**src/rtl/ex_div_if.sv**
```systemverilog
// Request/response bundle between the execute stage and the multi-cycle divider.
// The execute stage is the master; the divider is the slave.
interface ex_div_if;
    logic        start_i;
    logic [1:0]  op_i;
    logic [31:0] dividend_i;
    logic [31:0] divisor_i;
    logic [4:0]  rd_addr_i;
    logic        abort_i;
    logic        busy_o;
    logic        ready_o;
    logic [31:0] result_o;
    logic [4:0]  rd_addr_o;

    modport master (
        output start_i, op_i, dividend_i, divisor_i, rd_addr_i, abort_i,
        input  busy_o, ready_o, result_o, rd_addr_o
    );

    modport slave (
        input  start_i, op_i, dividend_i, divisor_i, rd_addr_i, abort_i,
        output busy_o, ready_o, result_o, rd_addr_o
    );
endinterface

```
**src/rtl/ex_div.sv**
```systemverilog
// RV32M DIV/DIVU/REM/REMU unit: restoring radix-2 divider, one quotient bit per
// cycle. busy_o is the execute-stage stall request, ready_o a one-cycle result strobe.
module ex_div (
    input  logic    clk,
    input  logic    rst_n,
    ex_div_if.slave bus
);

    typedef enum logic [1:0] {
        IDLE = 2'd0,
        CALC = 2'd1,
        DONE = 2'd2
    } state_t;

    state_t      state_r;
    logic [4:0]  count_r;
    logic [31:0] dvsr_r;      // divisor magnitude
    logic [31:0] quo_r;       // dividend bits shifting out, quotient bits shifting in
    logic [32:0] rem_r;       // partial remainder
    logic        is_rem_r;
    logic        q_neg_r;
    logic        r_neg_r;
    logic        ready_r;
    logic [31:0] result_r;
    logic [4:0]  rd_r;

    logic        signed_op_s;
    logic [31:0] a_mag_s;
    logic [31:0] b_mag_s;
    logic        div0_s;
    logic        ovf_s;
    logic [31:0] special_s;
    logic [32:0] shifted_s;
    logic [33:0] diff_s;
    logic        q_bit_s;
    logic [32:0] rem_next_s;
    logic [31:0] quo_next_s;
    logic [31:0] final_s;
    logic        busy_s;

    // Operand magnitudes and special-case detection from the live request.
    always_comb begin
        signed_op_s = ~bus.op_i[0];
        if (signed_op_s && bus.dividend_i[31]) begin
            a_mag_s = 32'd0 - bus.dividend_i;
        end else begin
            a_mag_s = bus.dividend_i;
        end
        if (signed_op_s && bus.divisor_i[31]) begin
            b_mag_s = 32'd0 - bus.divisor_i;
        end else begin
            b_mag_s = bus.divisor_i;
        end
        div0_s = (bus.divisor_i == 32'd0);
        ovf_s  = signed_op_s && (bus.dividend_i == 32'h8000_0000) &&
                 (bus.divisor_i == 32'hFFFF_FFFF);
        if (div0_s) begin
            special_s = bus.op_i[1] ? bus.dividend_i : 32'hFFFF_FFFF;
        end else begin
            special_s = bus.op_i[1] ? 32'd0 : 32'h8000_0000;
        end
    end

    // One restoring step plus final sign fix-up of quotient or remainder.
    always_comb begin
        shifted_s = {rem_r[31:0], quo_r[31]};
        diff_s    = {1'b0, shifted_s} - {2'b00, dvsr_r};
        q_bit_s   = ~diff_s[33];
        if (q_bit_s) begin
            rem_next_s = diff_s[32:0];
        end else begin
            rem_next_s = shifted_s;
        end
        quo_next_s = {quo_r[30:0], q_bit_s};
        if (is_rem_r) begin
            final_s = r_neg_r ? (32'd0 - rem_next_s[31:0]) : rem_next_s[31:0];
        end else begin
            final_s = q_neg_r ? (32'd0 - quo_next_s) : quo_next_s;
        end
    end

    // Stall request: raised in the request cycle itself, dropped in DONE and on abort.
    always_comb begin
        busy_s = 1'b0;
        case (state_r)
            IDLE:    busy_s = bus.start_i & ~bus.abort_i;
            CALC:    busy_s = ~bus.abort_i;
            DONE:    busy_s = 1'b0;
            default: busy_s = 1'b0;
        endcase
    end

    assign bus.busy_o    = busy_s & rst_n;
    assign bus.ready_o   = ready_r & ~bus.abort_i;
    assign bus.result_o  = result_r;
    assign bus.rd_addr_o = rd_r;

    // Control FSM and datapath registers; abort returns to IDLE from any state.
    always_ff @(posedge clk or negedge rst_n) begin
        if (!rst_n) begin
            state_r  <= IDLE;
            count_r  <= 5'd0;
            dvsr_r   <= 32'd0;
            quo_r    <= 32'd0;
            rem_r    <= 33'd0;
            is_rem_r <= 1'b0;
            q_neg_r  <= 1'b0;
            r_neg_r  <= 1'b0;
            ready_r  <= 1'b0;
            result_r <= 32'd0;
            rd_r     <= 5'd0;
        end else if (bus.abort_i) begin
            state_r <= IDLE;
            count_r <= 5'd0;
            ready_r <= 1'b0;
        end else begin
            case (state_r)
                IDLE: begin
                    ready_r <= 1'b0;
                    if (bus.start_i) begin
                        rd_r     <= bus.rd_addr_i;
                        is_rem_r <= bus.op_i[1];
                        q_neg_r  <= signed_op_s & (bus.dividend_i[31] ^ bus.divisor_i[31]);
                        r_neg_r  <= signed_op_s & bus.dividend_i[31];
                        quo_r    <= a_mag_s;
                        dvsr_r   <= b_mag_s;
                        rem_r    <= 33'd0;
                        count_r  <= 5'd0;
                        if (div0_s || ovf_s) begin
                            state_r  <= DONE;
                            ready_r  <= 1'b1;
                            result_r <= special_s;
                        end else begin
                            state_r <= CALC;
                        end
                    end
                end
                CALC: begin
                    rem_r   <= rem_next_s;
                    quo_r   <= quo_next_s;
                    count_r <= count_r + 5'd1;
                    if (count_r == 5'd31) begin
                        state_r  <= DONE;
                        ready_r  <= 1'b1;
                        result_r <= final_s;
                    end
                end
                DONE: begin
                    ready_r <= 1'b0;
                    state_r <= IDLE;
                end
                default: begin
                    ready_r <= 1'b0;
                    state_r <= IDLE;
                end
            endcase
        end
    end

endmodule

```
**src/flat_wrapper.sv**
```systemverilog
// flat-port wrapper written by rule: the top's interface ports become plain ports
module ex_div_flat 
  (clk, rst_n, bus_start_i, bus_op_i, bus_dividend_i, bus_divisor_i, bus_rd_addr_i, bus_abort_i, bus_busy_o, bus_ready_o, bus_result_o, bus_rd_addr_o);
  ex_div_if bus_i ();
  input  logic clk;
  input  logic rst_n;
  input wire logic [$bits(bus_i.start_i)-1:0] bus_start_i;
  input wire logic [$bits(bus_i.op_i)-1:0] bus_op_i;
  input wire logic [$bits(bus_i.dividend_i)-1:0] bus_dividend_i;
  input wire logic [$bits(bus_i.divisor_i)-1:0] bus_divisor_i;
  input wire logic [$bits(bus_i.rd_addr_i)-1:0] bus_rd_addr_i;
  input wire logic [$bits(bus_i.abort_i)-1:0] bus_abort_i;
  output wire logic [$bits(bus_i.busy_o)-1:0] bus_busy_o;
  output wire logic [$bits(bus_i.ready_o)-1:0] bus_ready_o;
  output wire logic [$bits(bus_i.result_o)-1:0] bus_result_o;
  output wire logic [$bits(bus_i.rd_addr_o)-1:0] bus_rd_addr_o;
  assign bus_i.start_i = bus_start_i;
  assign bus_i.op_i = bus_op_i;
  assign bus_i.dividend_i = bus_dividend_i;
  assign bus_i.divisor_i = bus_divisor_i;
  assign bus_i.rd_addr_i = bus_rd_addr_i;
  assign bus_i.abort_i = bus_abort_i;
  assign bus_busy_o = bus_i.busy_o;
  assign bus_ready_o = bus_i.ready_o;
  assign bus_result_o = bus_i.result_o;
  assign bus_rd_addr_o = bus_i.rd_addr_o;
  ex_div u_core (.clk(clk), .rst_n(rst_n), .bus(bus_i));
endmodule
```
**config.mk**
```make
export PLATFORM = sky130hd
export DESIGN_NAME = ex_div_flat
export DESIGN_NICKNAME = d
export VERILOG_FILES = /design/src/rtl/ex_div_if.sv /design/src/rtl/ex_div.sv /design/src/flat_wrapper.sv
export SDC_FILE = /design/constraint.sdc
export NUM_CORES = 1
export LEC_CHECK = 0
export ABC_AREA = 0
export CAP_MARGIN = 40
export CORE_AREA = 5 5 147 177
export DETAILED_ROUTE_END_ITERATION = 7
export DIE_AREA = 0 0 152 182
export PLACE_DENSITY = 0.77
export SLEW_MARGIN = 20
export SYNTH_ARGS = -nofsm -noshare
export SYNTH_HDL_FRONTEND = slang
export SYNTH_SLANG_ARGS = --single-unit
```
**constraint.sdc**
```tcl
create_clock -name clk -period 4.5 [get_ports clk]
set_input_delay 1.125 -clock clk [delete_from_list [all_inputs] [get_ports clk]]
set_output_delay 1.125 -clock clk [all_outputs]
set_load 0.02 [all_outputs]
```
# Yosys cells after proc, flatten, opt, wreduce, memory -nomap -nowiden

Cells that the tools add are included.

Reduce and logical (&&, ||, !) cells: 14
Mux-type cells: 31
Bitwise operators: 9
Add/sub/neg operators: 6
Equal/unequal tests: 9

Operators by type and width:

| cell                                                  | count |
|---|---|
| two-way mux 32 bit                                    | 14 |
| case mux 32 bit (2 select lines)                      | 3 |
| subtractor 1 x 32 -> 32 bit, first input constant     | 4 |
| equality test 32 bit, second input constant           | 2 |
| subtractor 33 x 32 -> 34 bit                          | 1 |
| zero test 32 bit                                      | 1 |
| two-way mux 5 bit                                     | 2 |
| case mux 5 bit (2 select lines)                       | 1 |
| two-way mux 2 bit                                     | 4 |
| AND reduction 3 bit                                   | 2 |
| adder 5 x 1 -> 5 bit, second input constant           | 1 |
| AND 1 bit                                             | 5 |
| equality test 5 bit, second input constant            | 1 |
| AND reduction 5 bit                                   | 1 |
| logical AND 1 bit                                     | 4 |
| two-way mux 1 bit                                     | 4 |
| inequality test 2 x 1 -> 1 bit, second input constant | 2 |
| case mux 1 bit (2 select lines)                       | 2 |
| case mux 2 bit (2 select lines)                       | 1 |
| AND reduction 2 bit                                   | 2 |
| inequality test 3 x 2 -> 1 bit, second input constant | 1 |
| inequality test 3 bit, second input constant          | 1 |
| inverter 1 bit                                        | 3 |
| nonzero test 3 bit                                    | 1 |
| 6 further kinds                                       | 6 |

Output and inout bits: 39
Word-level logic and storage cells: 80
Input bits: 75
Register bits: 144

# Logic depth before layout (Yosys ltp)

Depth after elaboration: 8
Gate-level depth with buffers: 23
Mapped depth without buffers: 19

# Least setup slack after synthesis

OpenSTA, ideal clock, no wires.

Kind: reg-to-reg
From: reg u_core.rem_r[15]
To: reg u_core.result_r[30] (netlist: u_core.bus.result_o[30])
Required time: 4372 ps
Buffers on the path: 4
Setup time: 128 ps
Arrival time: 4700 ps
Setup slack: -328 ps
Cell stages (with the launch flop): 21
Path through: dfrtp_1 -> ha_1 -> clkbuf_1 -> nand2_1 -> nor2_1 -> a21o_1 -> a221oi_2 -> o211ai_2 -> clkbuf_1 -> clkbuf_1 -> buf_2 -> nand2_1 -> o21ai_0 -> ha_1 -> nor4b_1 -> and3b_1 -> a21oi_1 -> or4_1 -> o41ai_1 -> xor2_1 -> a21oi_1

Word-level cells in the longest chain between the ends: 7
Elaborated cells between the ends (all ways): 10
Those cells by class: add/sub: 3; mux: 6; bitwise: 1

Ends and longest elaborated chain:

| what                                                  | line                       | RTL |
|---|---|---|
| from (decl)                                           | ex_div.sv:19               | `logic [32:0] rem_r;` |
| from (signal assigned)                                | ex_div.sv:139              | `rem_r <= rem_next_s;` |
| subtractor 33 x 32 -> 34 bit                          | ex_div.sv:67               | `diff_s = {1'b0, shifted_s} - {2'b00, dvsr_r};` |
| two-way mux 32 bit or inverter 1 bit (tied branches)  | ex_div.sv:69, ex_div.sv:68 |  |
| subtractor 1 x 32 -> 32 bit, on equally long branches | ex_div.sv:76, ex_div.sv:78 |  |
| two-way mux 32 bit, on equally long branches          | ex_div.sv:76, ex_div.sv:78 |  |
| two-way mux 32 bit *                                  | ex_div.sv:75               | `if (is_rem_r) begin` |
| two-way mux 32 bit *                                  | ex_div.sv:142              | `if (count_r == 5'd31) begin` |
| case mux 32 bit (2 select lines) *                    | ex_div.sv:117              | `case (state_r)` |
| to (signal assigned)                                  | ex_div.sv:132              | `result_r <= special_s;` |
| to (signal assigned)                                  | ex_div.sv:145              | `result_r <= final_s;` |
| to (decl)                                             | ex_div.sv:24               | `logic [31:0] result_r;` |

Every way passes the cells marked *; elsewhere a longest branch is shown, timed or not. The select of a mux whose other input is x is not followed.
A chain may end at the register's enable or synchronous reset.

# Worst setup path in the final report

From: reg u_core.quo_r[31]
To: reg u_core.result_r[27] (netlist: u_core.bus.result_o[27])

Word-level cells in the longest chain between the ends: 7
Elaborated cells between the ends (all ways): 10
Those cells by class: add/sub: 3; mux: 6; bitwise: 1

Ends and longest elaborated chain:

| what                                                  | line                       | RTL |
|---|---|---|
| from (decl)                                           | ex_div.sv:18               | `logic [31:0] quo_r;` |
| from (signal assigned)                                | ex_div.sv:125              | `quo_r <= a_mag_s;` |
| from (signal assigned)                                | ex_div.sv:140              | `quo_r <= quo_next_s;` |
| subtractor 33 x 32 -> 34 bit                          | ex_div.sv:67               |  |
| two-way mux 32 bit or inverter 1 bit (tied branches)  | ex_div.sv:69, ex_div.sv:68 |  |
| subtractor 1 x 32 -> 32 bit, on equally long branches | ex_div.sv:76, ex_div.sv:78 |  |
| two-way mux 32 bit, on equally long branches          | ex_div.sv:76, ex_div.sv:78 |  |
| two-way mux 32 bit *                                  | ex_div.sv:75               |  |
| two-way mux 32 bit *                                  | ex_div.sv:142              |  |
| case mux 32 bit (2 select lines) *                    | ex_div.sv:117              |  |

Marked as above.

==> results.ini <==
[power]
power.leakage_nw=6.06
power.internal_mw=5.24
p_comb_share_pct=67.0
p_clk_share_pct=12.7
power.net_switching_mw=5.29
vdd_drop_max_v=0.000494
p_seq_share_pct=20.3
total_power_mw=10.5
power_density_nw_per_um2=724
swShare_pct=50.2

[sta]
hold_ws_ns=0.480
finClkSkew_ns=0.0142
fmaxAchievable_mhz=234
relSlewSlack_pct=43.7
setup_violations=0
tns_ns=0
worst_slew_pin_slew_ns=0.844
hold_viol_final=0
period_minus_slack_ns=4.27
setup_slack_ns=0.227
drv_slew=0
period_share_pct=95.0

[critical_path]
reg2reg_from=u_core.quo_r[31]
critical-path-max-stage-delay_ns=0.55
rr_worst_depth=14
critPathMaxFanout=7
reg2reg_slack_ns=0.23
end_kind=flip-flop
cp-start-kind=flip-flop
crit_top_cell=inv_1
critical_path.slowest_cell=o41a_1
r2r-end=u_core.bus.result_o[27]
worstPathRequired_ns=4.80
crit_arrival_ns=4.58
path_cells=inv_1 -> ha_1 -> inv_1 -> fa_1 -> a21o_1 -> a221oi_4 -> o211ai_1 -> a31oi_1 -> xnor2_1 -> o41a_1 -> or3_1 -> and3_1 -> o41ai_1 -> a21oi_1
crit_type=flip-flop to flip-flop

[die]
die_width_um=152
die-area_sq_um=27700
rows=63
core-area_sq_um=24300
ios=114
start_util_pct=48.8
fp.dieH_um=182

[routing]
drtIter0Drc=1212
num_vias=12456
drtPass1Iterations=6
wirelength_um=40300
detail-route-antenna-nets=0
vias_per_cell=6.15
wire_per_inst_um=19.9
drc=0

[clocking]
h-tree-depth=4
clkSlewWorstSetupHoldPaths_ns=0.06
clk_path_buf_depth=2
numCtsBuffers=17
clk_latency_ns=0.44
cts_sinks=144
clock-root-buffer=clkbuf_16
cts_tree=done

[logic_synthesis]
ys.flop_type=dfrtp_1
ys_warn_count=0
yosysTopAreaCell=dfrtp_1
synthCells=1548
synthArstFlopShare_pct=100
synth_seq_cells=144
synth_nets=1663
yosysMostFrequentCell=nand2_1
syn_area_sq_um=11800
synth_top_area_share_pct=30.4
ys_seq_area_share_pct=30.4
synthTopCellsByArea=dfrtp_1, o21ai_0, nand2_1
synth_common_cells=nand2_1, o21ai_0, dfrtp_1
synth_edf_count=0
synth_cell_types=77
synth_area_per_cell_sq_um=7.65

[place]
dp_slack_ns=0.0294
place_area_sq_um=13800
dp.cells=1990
place.gp.congestion=0.947
portBuffers=113
dp_hpwl_um=30600

[layout]
num_antenna_cells=0
fillCellCount=2222
fin_cells=2026
finalNetCount=1804
drive_above_1_share_pct=10.9
utilization_pct=59.9
stdcell_area_sq_um=14500
area_growth_pct=22.8

[hold_path]
hold_depth=2
hold_end=u_core.bus.result_o[3]
hold_start=u_core.bus.result_o[3]
hp-class=flip-flop to flip-flop

[run_status]
status=finished clean

[global_routing]
grt_pass1_wl_um=63600
grt_max_degree=145
grt_pass1_vias=11892
overflow=0
antenna_found_initial=0
grt_use_total_pct=28.2

[flow_run]
cap_violations=0

## final cells by class
cell class | instances | area, sq um | area share, %
well taps | 325 | 407 | 2.80
flip-flops and latches | 144 | 3600 | 24.8
inverters | 60 | 225 | 1.55
clock buffers | 18 | 439 | 3.02
clock inverters | 13 | 101 | 0.697
repair buffers | 207 | 1890 | 13.0
multi-input cells | 1259 | 7870 | 54.1
## sequential cells by signal, indices dropped and copies added (netlist names)
signal                cells
u_core.bus.result_o      32
u_core.dvsr_r            32
u_core.quo_r             32
u_core.rem_r             32
u_core.bus.rd_addr_o      5
u_core.count_r            5
u_core.state_r            2
u_core.is_rem_r           1
u_core.q_neg_r            1
u_core.r_neg_r            1
u_core.ready_r            1
## kinds of logic (layout without fill, tap and decap cells)
kind of cell	count (synthesis)	after routing	share of synthesized area, %
xor+xnor	128	128	9.47
simple gates	551	551	22.2
compound gates	507	507	26.0
buf+inv	145	298	4.72
flops	144	144	30.4
fa+ha+maj	40	40	4.29
mux	33	33	2.85
## worst max-delay path: cells and delay by family, from the launching register on
kind,cells,cell delay [ns]
fa+ha+maj,2,0.59
compound gates,7,2.11
simple gates,2,0.70
flops,1,0.39
buf+inv,2,0.16
xor+xnor,1,0.16
## power by group through the flow
| stage | clock [mW] | combinational (mW) | sequential, mW |
|---|---|---|---|
| final | 1.34 | 7.06 | 2.13 |
| after global routing | 1.40 | 7.61 | 2.18 |
| after CTS | 1.34 | 6.69 | 2.11 |
| after detailed placement | 0 | 6.59 | 2.13 |
| after floorplan | 0 | 4.31 | 2.13 |
| after global placement | 0 | 6.54 | 2.12 |
## metal layers
| layer | vias to the layer above | global-route usage (%) | part of all wire (%) |
|---|---|---|---|
| met4 | 0 | 15.5 | 5.9 |
| met1 | 5917 | 34.3 | 40 |
| li1 | 5867 | - | - |
| met3 | 137 | 3.67 | 6.2 |
| met2 | 535 | 48.6 | 48 |
| met5 | - | 0 | 0 |
## worst max path at each step
| stage | start | endpoint | slack [ns] | cells past startpoint |
|---|---|---|---|---|
| floorplan | u_core.rem_r[19] | u_core.bus.result_o[30] | 0.003 | 18 |
| global placement | u_core.rem_r[19] | u_core.bus.result_o[30] | 0.12 | 16 |
| detailed placement | u_core.rem_r[19] | u_core.bus.result_o[28] | 0.03 | 18 |
| CTS | u_core.rem_r[19] | u_core.bus.result_o[28] | 0.02 | 18 |
| global route | u_core.quo_r[31] | u_core.bus.result_o[29] | -0.06 | 17 |
| finish | u_core.quo_r[31] | u_core.bus.result_o[27] | 0.23 | 14 |
## cell usage in the layout (no fill, tap or decap), types with 23 or more instances in the layout
cell	count
a21oi_1	132
buf_4	89
clkdlybuf4s50_1	112
dfrtp_1	144
ha_1	34
inv_1	59
mux2i_1	26
nand2_1	210
nor2_1	119
nor3_1	43
o21ai_0	193
o31ai_1	23
or3_1	24
xnor2_1	78
xor2_1	49
## what timing repair did
action,CTS,global route
hold buffers,0,0
endpoints found under the setup margin,3,12
pin swaps,0,8
resized for setup,2,27
buffers inserted,0,3
Power figures use the tool's default switching activity.
